`src/rtl/idli_uart_rx_m_if.sv`:
```
// idli_uart_rx_if: byte delivery handshake and error pulses of idli_uart_rx_m.
// o_urx_perr exists only when IDLI_UART_RX_PARITY_EN is defined.
interface idli_uart_rx_if;
    logic [7:0] o_urx_data;
    logic       o_urx_vld;
    logic       i_urx_rdy;
    logic       o_urx_ferr;
    logic       o_urx_ovf;
`ifdef IDLI_UART_RX_PARITY_EN
    logic       o_urx_perr;
`endif

    modport master (
        input  i_urx_rdy,
        output o_urx_data, o_urx_vld, o_urx_ferr, o_urx_ovf
`ifdef IDLI_UART_RX_PARITY_EN
        , output o_urx_perr
`endif
    );

    modport slave (
        output i_urx_rdy,
        input  o_urx_data, o_urx_vld, o_urx_ferr, o_urx_ovf
`ifdef IDLI_UART_RX_PARITY_EN
        , input o_urx_perr
`endif
    );
endinterface

```
`src/rtl/idli_uart_rx_m.sv`:
```
// idli_uart_rx_m: oversampling UART receiver (8N1) feeding a small byte FIFO.
// Define IDLI_UART_RX_PARITY_EN for 8E1 frames and the o_urx_perr pulse.
module idli_uart_rx_m #(
    parameter int CLKS_PER_BIT = 16,
    parameter int FIFO_DEPTH   = 4
) (
    input  logic           i_urx_gck,
    input  logic           i_urx_rst_n,
    input  logic           i_urx_rx,
    idli_uart_rx_if.master urx
);
    localparam int CW = $clog2(CLKS_PER_BIT);
    localparam int AW = $clog2(FIFO_DEPTH);
    localparam int PW = AW + 1;

    localparam logic [CW-1:0] CNT_HALF = CW'(CLKS_PER_BIT / 2 - 1);
    localparam logic [CW-1:0] CNT_FULL = CW'(CLKS_PER_BIT - 1);
    localparam logic [PW-1:0] PTR_LAST = PW'(FIFO_DEPTH - 1);
    localparam logic [PW-1:0] DEPTH    = PW'(FIFO_DEPTH);

    typedef enum logic [2:0] {
        S_IDLE,
        S_START,
        S_DATA,
`ifdef IDLI_UART_RX_PARITY_EN
        S_PAR,
`endif
        S_STOP,
        S_BREAK
    } state_t;

    logic          sync_q1;
    logic          sync_q2;
    logic          rx_s;

    state_t        state;
    logic [CW-1:0] cnt;
    logic          bit_tick;
    logic [2:0]    bit_idx;
    logic [7:0]    shift_q;
    logic [7:0]    rx_byte;
    logic          push_q;
    logic          ferr_q;
`ifdef IDLI_UART_RX_PARITY_EN
    logic          par_q;
    logic          perr_q;
    logic          perr_out;
`endif

    logic [7:0]    mem [FIFO_DEPTH];
    logic [PW-1:0] rd_ptr;
    logic [PW-1:0] wr_ptr;
    logic [PW-1:0] count;
    logic          fifo_full;
    logic          pop;
    logic          wr_en;
    logic          ferr_out;
    logic          ovf_out;
    logic          unused_ptr_msb;

    // Both flops reset high so a reset never looks like a start bit.
    always_ff @(posedge i_urx_gck or negedge i_urx_rst_n) begin
        if (!i_urx_rst_n) begin
            sync_q1 <= 1'b1;
            sync_q2 <= 1'b1;
        end else begin
            sync_q1 <= i_urx_rx;
            sync_q2 <= sync_q1;
        end
    end

    assign rx_s     = sync_q2;
    assign bit_tick = (cnt == '0);

    // Frame FSM; push/error events are registered here and land one edge later.
    always_ff @(posedge i_urx_gck or negedge i_urx_rst_n) begin
        if (!i_urx_rst_n) begin
            state   <= S_IDLE;
            cnt     <= '0;
            bit_idx <= '0;
            shift_q <= '0;
            rx_byte <= '0;
            push_q  <= 1'b0;
            ferr_q  <= 1'b0;
`ifdef IDLI_UART_RX_PARITY_EN
            par_q   <= 1'b0;
            perr_q  <= 1'b0;
`endif
        end else begin
            push_q <= 1'b0;
            ferr_q <= 1'b0;
`ifdef IDLI_UART_RX_PARITY_EN
            perr_q <= 1'b0;
`endif
            unique case (state)
                S_IDLE: begin
                    if (!rx_s) begin
                        cnt   <= CNT_HALF;
                        state <= S_START;
                    end
                end
                S_START: begin
                    if (!bit_tick) begin
                        cnt <= cnt - 1'b1;
                    end else if (rx_s) begin
                        state <= S_IDLE;
                    end else begin
                        cnt     <= CNT_FULL;
                        bit_idx <= '0;
                        state   <= S_DATA;
                    end
                end
                S_DATA: begin
                    if (!bit_tick) begin
                        cnt <= cnt - 1'b1;
                    end else begin
                        cnt     <= CNT_FULL;
                        shift_q <= {rx_s, shift_q[7:1]};
                        bit_idx <= bit_idx + 1'b1;
                        if (bit_idx == 3'd7) begin
`ifdef IDLI_UART_RX_PARITY_EN
                            state <= S_PAR;
`else
                            state <= S_STOP;
`endif
                        end
                    end
                end
`ifdef IDLI_UART_RX_PARITY_EN
                S_PAR: begin
                    if (!bit_tick) begin
                        cnt <= cnt - 1'b1;
                    end else begin
                        cnt   <= CNT_FULL;
                        par_q <= rx_s;
                        state <= S_STOP;
                    end
                end
`endif
                S_STOP: begin
                    if (!bit_tick) begin
                        cnt <= cnt - 1'b1;
                    end else if (rx_s) begin
                        cnt     <= '0;
                        rx_byte <= shift_q;
                        state   <= S_IDLE;
`ifdef IDLI_UART_RX_PARITY_EN
                        if (^{shift_q, par_q}) begin
                            perr_q <= 1'b1;
                        end else begin
                            push_q <= 1'b1;
                        end
`else
                        push_q <= 1'b1;
`endif
                    end else begin
                        cnt    <= '0;
                        ferr_q <= 1'b1;
                        state  <= S_BREAK;
                    end
                end
                S_BREAK: begin
                    if (rx_s) begin
                        state <= S_IDLE;
                    end
                end
                default: state <= S_IDLE;
            endcase
        end
    end

    assign fifo_full = (count == DEPTH);
    assign pop       = (count != '0) && urx.i_urx_rdy;
    assign wr_en     = push_q && (!fifo_full || pop);

    // A pop frees the head slot on the same edge, so a full FIFO still takes the push.
    always_ff @(posedge i_urx_gck or negedge i_urx_rst_n) begin
        if (!i_urx_rst_n) begin
            rd_ptr   <= '0;
            wr_ptr   <= '0;
            count    <= '0;
            ferr_out <= 1'b0;
            ovf_out  <= 1'b0;
            for (int i = 0; i < FIFO_DEPTH; i++) begin
                mem[i] <= '0;
            end
        end else begin
            ferr_out <= ferr_q;
            ovf_out  <= push_q && fifo_full && !pop;
            if (wr_en) begin
                mem[wr_ptr[AW-1:0]] <= rx_byte;
                wr_ptr <= (wr_ptr == PTR_LAST) ? '0 : wr_ptr + 1'b1;
            end
            if (pop) begin
                rd_ptr <= (rd_ptr == PTR_LAST) ? '0 : rd_ptr + 1'b1;
            end
            if (wr_en && !pop) begin
                count <= count + 1'b1;
            end else if (!wr_en && pop) begin
                count <= count - 1'b1;
            end
        end
    end

`ifdef IDLI_UART_RX_PARITY_EN
    always_ff @(posedge i_urx_gck or negedge i_urx_rst_n) begin
        if (!i_urx_rst_n) begin
            perr_out <= 1'b0;
        end else begin
            perr_out <= perr_q;
        end
    end

    assign urx.o_urx_perr = perr_out;
`endif

    assign unused_ptr_msb = rd_ptr[PW-1] ^ wr_ptr[PW-1];

    assign urx.o_urx_vld  = (count != '0);
    assign urx.o_urx_data = mem[rd_ptr[AW-1:0]];
    assign urx.o_urx_ferr = ferr_out;
    assign urx.o_urx_ovf  = ovf_out;
endmodule

```
`src/flat_wrapper.sv`:
```
// flat-port wrapper written by rule: the top's interface ports become plain ports
module idli_uart_rx_m_flat 
#(
    parameter int CLKS_PER_BIT = 16,
    parameter int FIFO_DEPTH   = 4
)
  (i_urx_gck, i_urx_rst_n, i_urx_rx, urx_i_urx_rdy, urx_o_urx_data, urx_o_urx_vld, urx_o_urx_ferr, urx_o_urx_ovf);
  idli_uart_rx_if urx_i ();
  input  logic i_urx_gck;
  input  logic i_urx_rst_n;
  input  logic i_urx_rx;
  input wire logic [$bits(urx_i.i_urx_rdy)-1:0] urx_i_urx_rdy;
  output wire logic [$bits(urx_i.o_urx_data)-1:0] urx_o_urx_data;
  output wire logic [$bits(urx_i.o_urx_vld)-1:0] urx_o_urx_vld;
  output wire logic [$bits(urx_i.o_urx_ferr)-1:0] urx_o_urx_ferr;
  output wire logic [$bits(urx_i.o_urx_ovf)-1:0] urx_o_urx_ovf;
  assign urx_i.i_urx_rdy = urx_i_urx_rdy;
  assign urx_o_urx_data = urx_i.o_urx_data;
  assign urx_o_urx_vld = urx_i.o_urx_vld;
  assign urx_o_urx_ferr = urx_i.o_urx_ferr;
  assign urx_o_urx_ovf = urx_i.o_urx_ovf;
  idli_uart_rx_m #(.CLKS_PER_BIT(CLKS_PER_BIT), .FIFO_DEPTH(FIFO_DEPTH)) u_core (.i_urx_gck(i_urx_gck), .i_urx_rst_n(i_urx_rst_n), .i_urx_rx(i_urx_rx), .urx(urx_i));
endmodule
```
`config.mk`:
```
export PLATFORM = sky130hd
export DESIGN_NAME = idli_uart_rx_m_flat
export DESIGN_NICKNAME = d
export VERILOG_FILES = /design/src/rtl/idli_uart_rx_m_if.sv /design/src/rtl/idli_uart_rx_m.sv /design/src/flat_wrapper.sv
export SDC_FILE = /design/constraint.sdc
export NUM_CORES = 1
export LEC_CHECK = 0
export CORE_MARGIN = 2
export CORE_UTILIZATION = 60
export DETAILED_ROUTE_END_ITERATION = 10
export PLACE_DENSITY = 0.85
export RECOVER_POWER = 50
export SETUP_SLACK_MARGIN = 0.2
export SLEW_MARGIN = 20
export SYNTH_ARGS = -nofsm -noshare
export SYNTH_HDL_FRONTEND = slang
export SYNTH_SLANG_ARGS = --single-unit
export TNS_END_PERCENT = 30
```
`constraint.sdc`:
```
create_clock -name i_urx_gck -period 2.75 [get_ports i_urx_gck]
set_input_delay 0.825 -clock i_urx_gck [delete_from_list [all_inputs] [get_ports i_urx_gck]]
set_output_delay 0.825 -clock i_urx_gck [all_outputs]
set_load 0.005 [all_outputs]
```
==> results summary, run 1 <==
The run finished, with violations left. The final reports fail on max-capacitance violations, max-slew violations. The largest incremental delay on the critical path is 0.51 ns. The initial antenna violation count came out at 0. The net count reported at finish is 281. The biggest fanout along the worst timing path came out at 9. After the first detailed-routing iteration, the DRC count stood at 100.

Setup violations remaining at the end of the flow were counted as 0. The CTS H-tree depth is 3. The synthesized-area fraction occupied by xor and xnor cells came out at 0.782%.

Yosys mapped a number of flops with a built-in enable equal to 0. In the final layout, the multi-input gates occupy 1420 sq um. The worst hold slack is 0.350 ns. STA puts the critical path data arrival time at 1.84 ns.

The slowest stage cell on the critical path is mux4_2. In the routed design, unresolved DRC markers number 0. Summing all flip-flop and latch instances after layout gives 1830 sq um. The critical path goes through buf_8 > mux4_2 > clkdlybuf4s50_1. The count of different cell masters after synthesis came out at 45. Once layout is complete, the utilization of the core stands at 71.2%. The number of non-filler instances in the completed layout is 345. For this run the aggregate overflow at the end of global routing stands at 0. The total number of clock tree sinks is 73.

The maximum number of pins on one net before global-route repair came out at 74. The area enclosed by the die boundary came out at 6210 sq um. The cell area after placement came out at 3630 sq um.

The post-synth net total came out at 259. After filler insertion, the fill cell instance count of the layout stands at 345. The number of endpoints with negative hold slack in the final report came out at 0.

The average detailed-routed wire length per instance is 17.2 um. The clock latency on the worst-skew pair is 0.35 ns. After clock tree synthesis, the flow added hold-fix buffers numbering 0.

The required time at the worst-slack endpoint is 1.93 ns. The final route contains 2,033 vias. The first-pass GRT wire length came out at 10.4 mm. The TritonCTS clock tree is yes. The static leakage power is 1.83 nW. The number of antenna diodes came out at 0. The core area came out at 5440 sq um. The antenna violation net count after detailed routing came out at 0.

Cells with a size suffix above 1 make up 34.4% of the layout. The cell taking the most area after synthesis is dfrtp_1. The Yosys step of the flow raised 0 warnings. The clock period minus worst slack came out at 2.67 ns.

The worst setup path is of the flop to primary output kind. STA classifies the critical path startpoint as a flop. The overall fraction of global-route tracks in use came out at 22.2%. The part of the cycle the worst path needs is 96.9%. The synthesis-to-layout area growth is 15.4%. The critical path startpoint is u_core.rd_ptr[0]. After synthesis, the mean cell area works out to 13.7 sq um. The instance count after placement with tap cells included came out at 329. The length of the first detailed-routing pass in iterations is 5. In the synthesized netlist, mux cells make up 23.1% of the area. At the placement stage, the worst setup path has a slack of -0.190 ns.

The fraction of the mapped netlist area in compound gates came out at 7.90%. The power after layout is 2.98 mW. Yosys attributes the largest share of cell area to dfrtp_1, mux2_2, mux4_2.

The proportion of netlist area held by the largest area contributor came out at 52.9%. The congestion estimate from routability-driven global placement came to 0.802. The count of max-cap constraint violations came out at 1.

The worst ir drop on vdd is 0.603 mV. The highest clock rate came out at 375 MHz. The final max-slew violation count was 74.

The cell count after synthesis came out at 246. The number of buffers created by CTS came out at 9. The final sum of negative setup slack is 0 ns. At the pin with the least slew margin, the transition time is 1.73 ns.

The worst-case clock skew came out at 0.00948 ns. The root buffer cell chosen for the clock tree is clkbuf_8. The number of flip-flops and latches in the synthesized netlist is 73. The number of top-level design ports is 15. The HPWL reported at the end of detailed placement came out at 3.95 mm. The clock passes through at most 2 buffers. The worst hold path belongs to the class flop to flop. The width of the chip is 78.8 um. The floorplan step set the die height to 78.8 um. The aggregate routed wire length is 5.95 mm.

The worst slew margin relative to its limit is -15.4%. STA classifies the critical path endpoint as a primary output. After detailed routing, the number of vias per cell comes to 5.89. The cell row count came out at 27. Of the total synthesized cell area, the portion taken by AND, OR, NAND and NOR gates is 6.67%. The clock-pin slew on the worst setup and hold paths is 0.07 ns. The share of synthesized flip-flops with an asynchronous set or reset is 100%. The starting density of the core came out at 61.7%. In this run the most critical hold path is launched from u_core.ferr_q. The netlist area before placement is 3360 sq um.

The post-route standard cell area excluding fillers came out at 3870 sq um. Setup repair after global routing could not meet its margin everywhere. The post-CTS setup buffer count is 0.

The total power density per cell area came out at 770 nW/um^2. The worst path setup slack after routing came out at 0.0844 ns. Buffers placed on the I/O ports in this run total 14. The number of global-route vias before repair was 2,048.

The adder-cell share of the synthesized area is 3.58%. The share of the yosys chip area belonging to registers is 54.5%. The predominant post-synthesis flop cell is dfrtp_1.

After synthesis, the largest family of logic cells by area is multiplexers. In this run the critical register-to-register path is launched from u_core.state[2].
final timing paths:
path	end	slack (ns)	depth (start not counted)
min in group asynchronous	u_core.count[2]	1.03	2
worst max register to register	u_core.rx_byte[0]	0.57	3
worst min register to register	u_core.urx.o_urx_ferr	0.35	0
worst min-delay path	u_core.urx.o_urx_ferr	0.35	0
max in group asynchronous	u_core.mem[21]	0.70	2
worst max-delay path	urx_o_urx_data[6]	0.08	3
layout make-up:
class                   instances  share of cell area [%]
flip-flops and latches         73                    47.2
multi-input cells             146                    36.6
repair buffers                 26                    6.17
clock buffers                  12                    4.01
clock inverters                 4                    2.55
well taps                      72                    2.33
inverters                      12                    1.16
metal layers:
| metal | global-route usage [%] | vias to the layer above | share of wire [%] |
|---|---|---|---|
| met4 | 9.31 | 0 | 1.9 |
| li1 | - | 946 | - |
| met5 | 0 | - | 0 |
| met2 | 34.2 | 31 | 50 |
| met3 | 5.11 | 8 | 2.5 |
| met1 | 30.9 | 1048 | 45 |
repair_timing:
item / in CTS / in global routing
setup endpoints to repair: 9 / 10
resized for setup: 2 / 0
endpoints found under the hold margin: 0 / 0
flip-flops by register name (all words and copies together), names as in the netlist:
| register | count |
|---|---|
| u_core.bit_idx | 3 |
| u_core.cnt | 4 |
| u_core.count | 3 |
| u_core.ferr_q | 1 |
| u_core.mem | 32 |
| u_core.push_q | 1 |
| u_core.rd_ptr | 3 |
| u_core.rx_byte | 8 |
| u_core.rx_s | 1 |
| u_core.shift_q | 8 |
| u_core.state | 3 |
| u_core.sync_q1 | 1 |
| u_core.urx.o_urx_ferr | 1 |
| u_core.urx.o_urx_ovf | 1 |
| u_core.wr_ptr | 3 |
power breakdown:
| part | leakage [nW] | switching, mW | total [mW] | internal (mW) |
|---|---|---|---|---|
| clock network | 0.127 | 0.379 | 1.03 | 0.654 |
| logic | 0.734 | 0.268 | 0.570 | 0.302 |
| registers | 0.974 | 0.207 | 1.38 | 1.17 |
cells by family (layout without fill, tap and decap cells):
logic type / Yosys count / count (layout)
flops: 73 / 73
mux: 59 / 59
compound gates: 38 / 38
simple gates: 37 / 37
buf+inv: 27 / 54
fa+ha+maj: 9 / 9
xor+xnor: 3 / 3
Yosys cell counts (3+ instances only):
| cell | count |
|---|---|
| o21a_1 | 3 |
| a221oi_1 | 4 |
| nand2b_1 | 3 |
| mux4_2 | 8 |
| nor2_1 | 9 |
| nor3_1 | 3 |
| nand2_1 | 4 |
| o21ai_0 | 7 |
| ha_1 | 8 |
| a21oi_1 | 7 |
| a211oi_1 | 3 |
| mux2_4 | 6 |
| a31oi_1 | 3 |
| clkbuf_1 | 11 |
| nand3_1 | 4 |
| or3_1 | 3 |
| mux2_2 | 44 |
| inv_1 | 12 |
| dfrtp_1 | 71 |
cell usage in the layout (no fill, tap or decap), drive strengths merged, types with 4 or more instances in the layout:
cell and instances:
dfrtp 71, mux2 50, clkbuf 14, inv 12
clkdlybuf4s50 12, buf 11, nor2 9, mux4 8
ha 8, o21ai 7, a21oi 7, nand3 4
a221oi 4, nand2 4
critical path, delay by kind of cell (launching register included):
kind                   cells  cell delay, ns
buffers and inverters      2            0.62
muxes                      1            0.51
DFF                        1            0.36
No activity file was read; power rests on OpenSTA's default activity.
==> run 2, diff against run 1 <==
- CORE_ASPECT_RATIO: default -> 1.75
==> results summary, run 2 (synthesis gave the netlist of run 1 again) <==
The run finished with clean final reports. The register-to-register path setup slack came out at 0.60 ns (+0.03 ns). The critical path ends at urx_o_urx_data[5]. The die height was 103 um (+31%). The tree is rooted in a clkbuf_8. The fraction of met1 tracks used by global routing is 25.5% (-5.3 points). The clock period minus worst slack came out at 2.62 ns (-0.0433 ns). The overall fraction of global-route tracks in use came out at 21.4% (-0.79 points). The antenna violation net count after detailed routing is 0 (unchanged). The via count normalized by instance count is 5.83 (-1.1%). The startpoint identified for the worst register-to-register timing path is u_core.count[0]. The cell row count came to 36 (+33%). The aggregate global routing overflow is 0 (unchanged). The violation count after the first detailed-route iteration is 66 (-34%).

The count of max-cap constraint violations is 0 (-1). The starting density of the core came out at 61.1% (-0.63 points). The part of the cycle the worst path needs came out at 95.4% (-1.6 points). The classification of the worst setup path is flop to primary output. The average detailed-routed wire length per instance came out at 16.5 um (-4.5%).

The biggest fanout along the worst timing path was 5 (-4). The total number of clock tree sinks came out at 73 (unchanged). The worst-case clock skew is 0.00672 ns (-0.00276 ns).

The worst ir drop on vdd was 0.647 mV (+7.3%). The maximum number of pins on one net before global-route repair is 50 (-32%). The placer's final routability congestion estimate is 0.854 (+6.4%).

The worst slew margin relative to its limit is 10.5% (+26 points). The tightest min-delay check is of the flop to flop type. Setup repair after global routing could not meet its margin everywhere. The flip-flop count of the largest register after layout came out at 32 (unchanged). The register with the most flip-flops in the final layout is u_core.mem. The depth of the most critical reg-to-reg path came out at 7 (+4). The met2 usage is 36.4% (+2.2 points). The largest registers in the layout are u_core.mem (32), u_core.rx_byte (8), u_core.shift_q (8). The maximum clock insertion buffer count is 2 (unchanged). The number of buffers created by CTS is 9 (unchanged). The via count came out at 2,033 (unchanged). The net count reported at finish is 283 (+0.71%). The final max-slew violation count was 0 (-100%). The global routing stage identified its most utilized layer as met2. The number of endpoints with negative hold slack in the final report came out at 0 (unchanged). The clock latency on the worst-skew pair was 0.33 ns (-0.02 ns). The CTS H-tree depth came out at 3 (unchanged). The number of filler instances in the final layout came out at 386 (+12%). The number of top-level design ports came out at 15 (unchanged). The number of endpoints failing setup at the final stage is 0 (unchanged). The length of the first detailed-routing pass in iterations came to 4 (-1). The number of buffers added on ports is 14 (unchanged). The core area came to 5500 sq um (+1.0%).

The number of global-route vias before repair came out at 2,075 (+1.3%). The final core utilization is 70.2% (-1.0 points). The HPWL reported at the end of detailed placement is 3.94 mm (-0.16%). The static leakage power came out at 1.89 nW (+3.2%).

The total power density per cell area is 717 nW/um^2 (-6.8%). The library cell used most frequently in the layout, excluding fill and tap cells, is dfrtp_1. The initial antenna violation count is 0 (unchanged). The number of antenna diodes came to 0 (unchanged). The worst hold slack is 0.357 ns (+0.00656 ns). The sort of element at the start of the critical path is a flop. The setup slack after placement is -0.157 ns (+0.0331 ns). The number of remaining DRC errors came out at 0 (unchanged).

The width of the chip is 60.6 um (-23%). In the layout the commonest cells are dfrtp_1, mux2_2, inv_1. The highest clock rate came to 381 MHz (+1.7%). The cell area after placement came out at 3660 sq um (+0.83%). The required time at the worst-slack endpoint is 1.93 ns (about the same). The met3 capacity usage during global routing was 4.89% (-0.22 points). The data arrival time of the worst path is 1.80 ns (-0.04 ns). STA classifies the critical path endpoint as a primary output. The instance count after placement with tap cells included came out at 333 (+1.2%). Relative to the synthesized area, the layout overhead comes to 14.9%. The TritonCTS clock tree is yes. The fraction of layout instances using a drive strength above 1 is 34.4% (unchanged).

The worst register-to-register path ends at u_core.count[1]. The aggregate routed wire length came out at 5.74 mm (-3.4%). The critical path startpoint is u_core.rd_ptr[0].

The number of non-filler instances in the completed layout came out at 349 (+1.2%). The first-pass GRT wire length came out at 9.72 mm (-6.6%). The worst path setup slack after routing came out at 0.128 ns (+0.0433 ns). The transition time of the tightest slew-check pin is 1.34 ns (-0.388 ns). The clock-pin slew on the worst setup and hold paths came out at 0.07 ns (about the same).

The post-route standard cell area excluding fillers was 3860 sq um (-0.39%). The area enclosed by the die boundary came out at 6240 sq um (+0.38%).
-- run 2: cell types whose count changed in the layout (fill, tap and decap cells not counted), sizes merged --
cell / delta
bufbuf: +1
bufinv: -3
dlygate4sd2: +5
clkinv: +1
dlymetal6s2s: +2
clkdlybuf4s50: -7
clkinvlp: +1
-- run 2: metal layers --
layer  vias to the layer above  part of all wire, %
met3                         8                  2.5
met4                         0                  1.8
met5                         -                    0
met2                        40                   55
met1                      1039                   41
li1                        946                    -
-- run 2: timing repair --
item | CTS | global route
setup buffers | 1 | 0
hold buffers | 0 | 0
setup endpoints to repair | 8 | 9
gates cloned | 1 | 0
gates resized for setup | 7 | 2
-- run 2: layout make-up --
| cell class | instances | area, sq um | area share [%] |
|---|---|---|---|
| Timing Repair Buffer | 28 | 304 | 7.88 |
| Inverter | 12 | 45.0 | 1.17 |
| Sequential cell | 73 | 1830 | 47.4 |
| Tap cell | 76 | 95.1 | 2.46 |
| Multi-Input combinational cell | 146 | 1420 | 36.7 |
| Clock buffer | 11 | 151 | 3.92 |
| Clock inverter | 3 | 17.5 | 0.454 |
-- run 2: stage by stage --
step / TNS, ns / power (mW)
final: 0 / 2.77
after global routing: 0 / 2.93
after CTS: 0 / 2.80
after detailed placement: -0.206 / 1.99
after global placement: -0.125 / 1.96
after floorplan: 0 / 1.81
-- run 2: worst max-delay path, stage by stage, from the launching register on --
cell,delay [ns]
dfrtp_1,0.39
buf_8,0.14
mux4_2,0.49
clkdlybuf4s50_1,0.45
-- run 2: how the worst min path moves through the flow --
stage                              from               endpoint  slack, ns  cells past startpoint
after global routing      u_core.ferr_q  u_core.urx.o_urx_ferr       0.37                      0
final                     u_core.ferr_q  u_core.urx.o_urx_ferr       0.36                      0
after CTS                 u_core.ferr_q  u_core.urx.o_urx_ferr       0.36                      0
after floorplan           u_core.ferr_q  u_core.urx.o_urx_ferr       0.33                      0
after detailed placement  u_core.ferr_q  u_core.urx.o_urx_ferr       0.34                      0
after global placement    u_core.ferr_q  u_core.urx.o_urx_ferr       0.33                      0
-- run 2: where the power goes --
part / leakage, nW / internal (mW) / switching [mW] / total [mW]
clock: 0.0871 / 0.364 / 0.360 / 0.723
combinational: 0.832 / 0.373 / 0.313 / 0.686
sequential: 0.974 / 1.17 / 0.186 / 1.36
total: 1.89 / 1.91 / 0.859 / 2.77
==> run 3, diff against run 2 <==
- CTS_BUF_LIST: default -> sky130_fd_sc_hd__clkbuf_8 sky130_fd_sc_hd__clkbuf_16
==> results of run 3 <==
No change in the layout: final DEF, timing and power equal those of run 2.
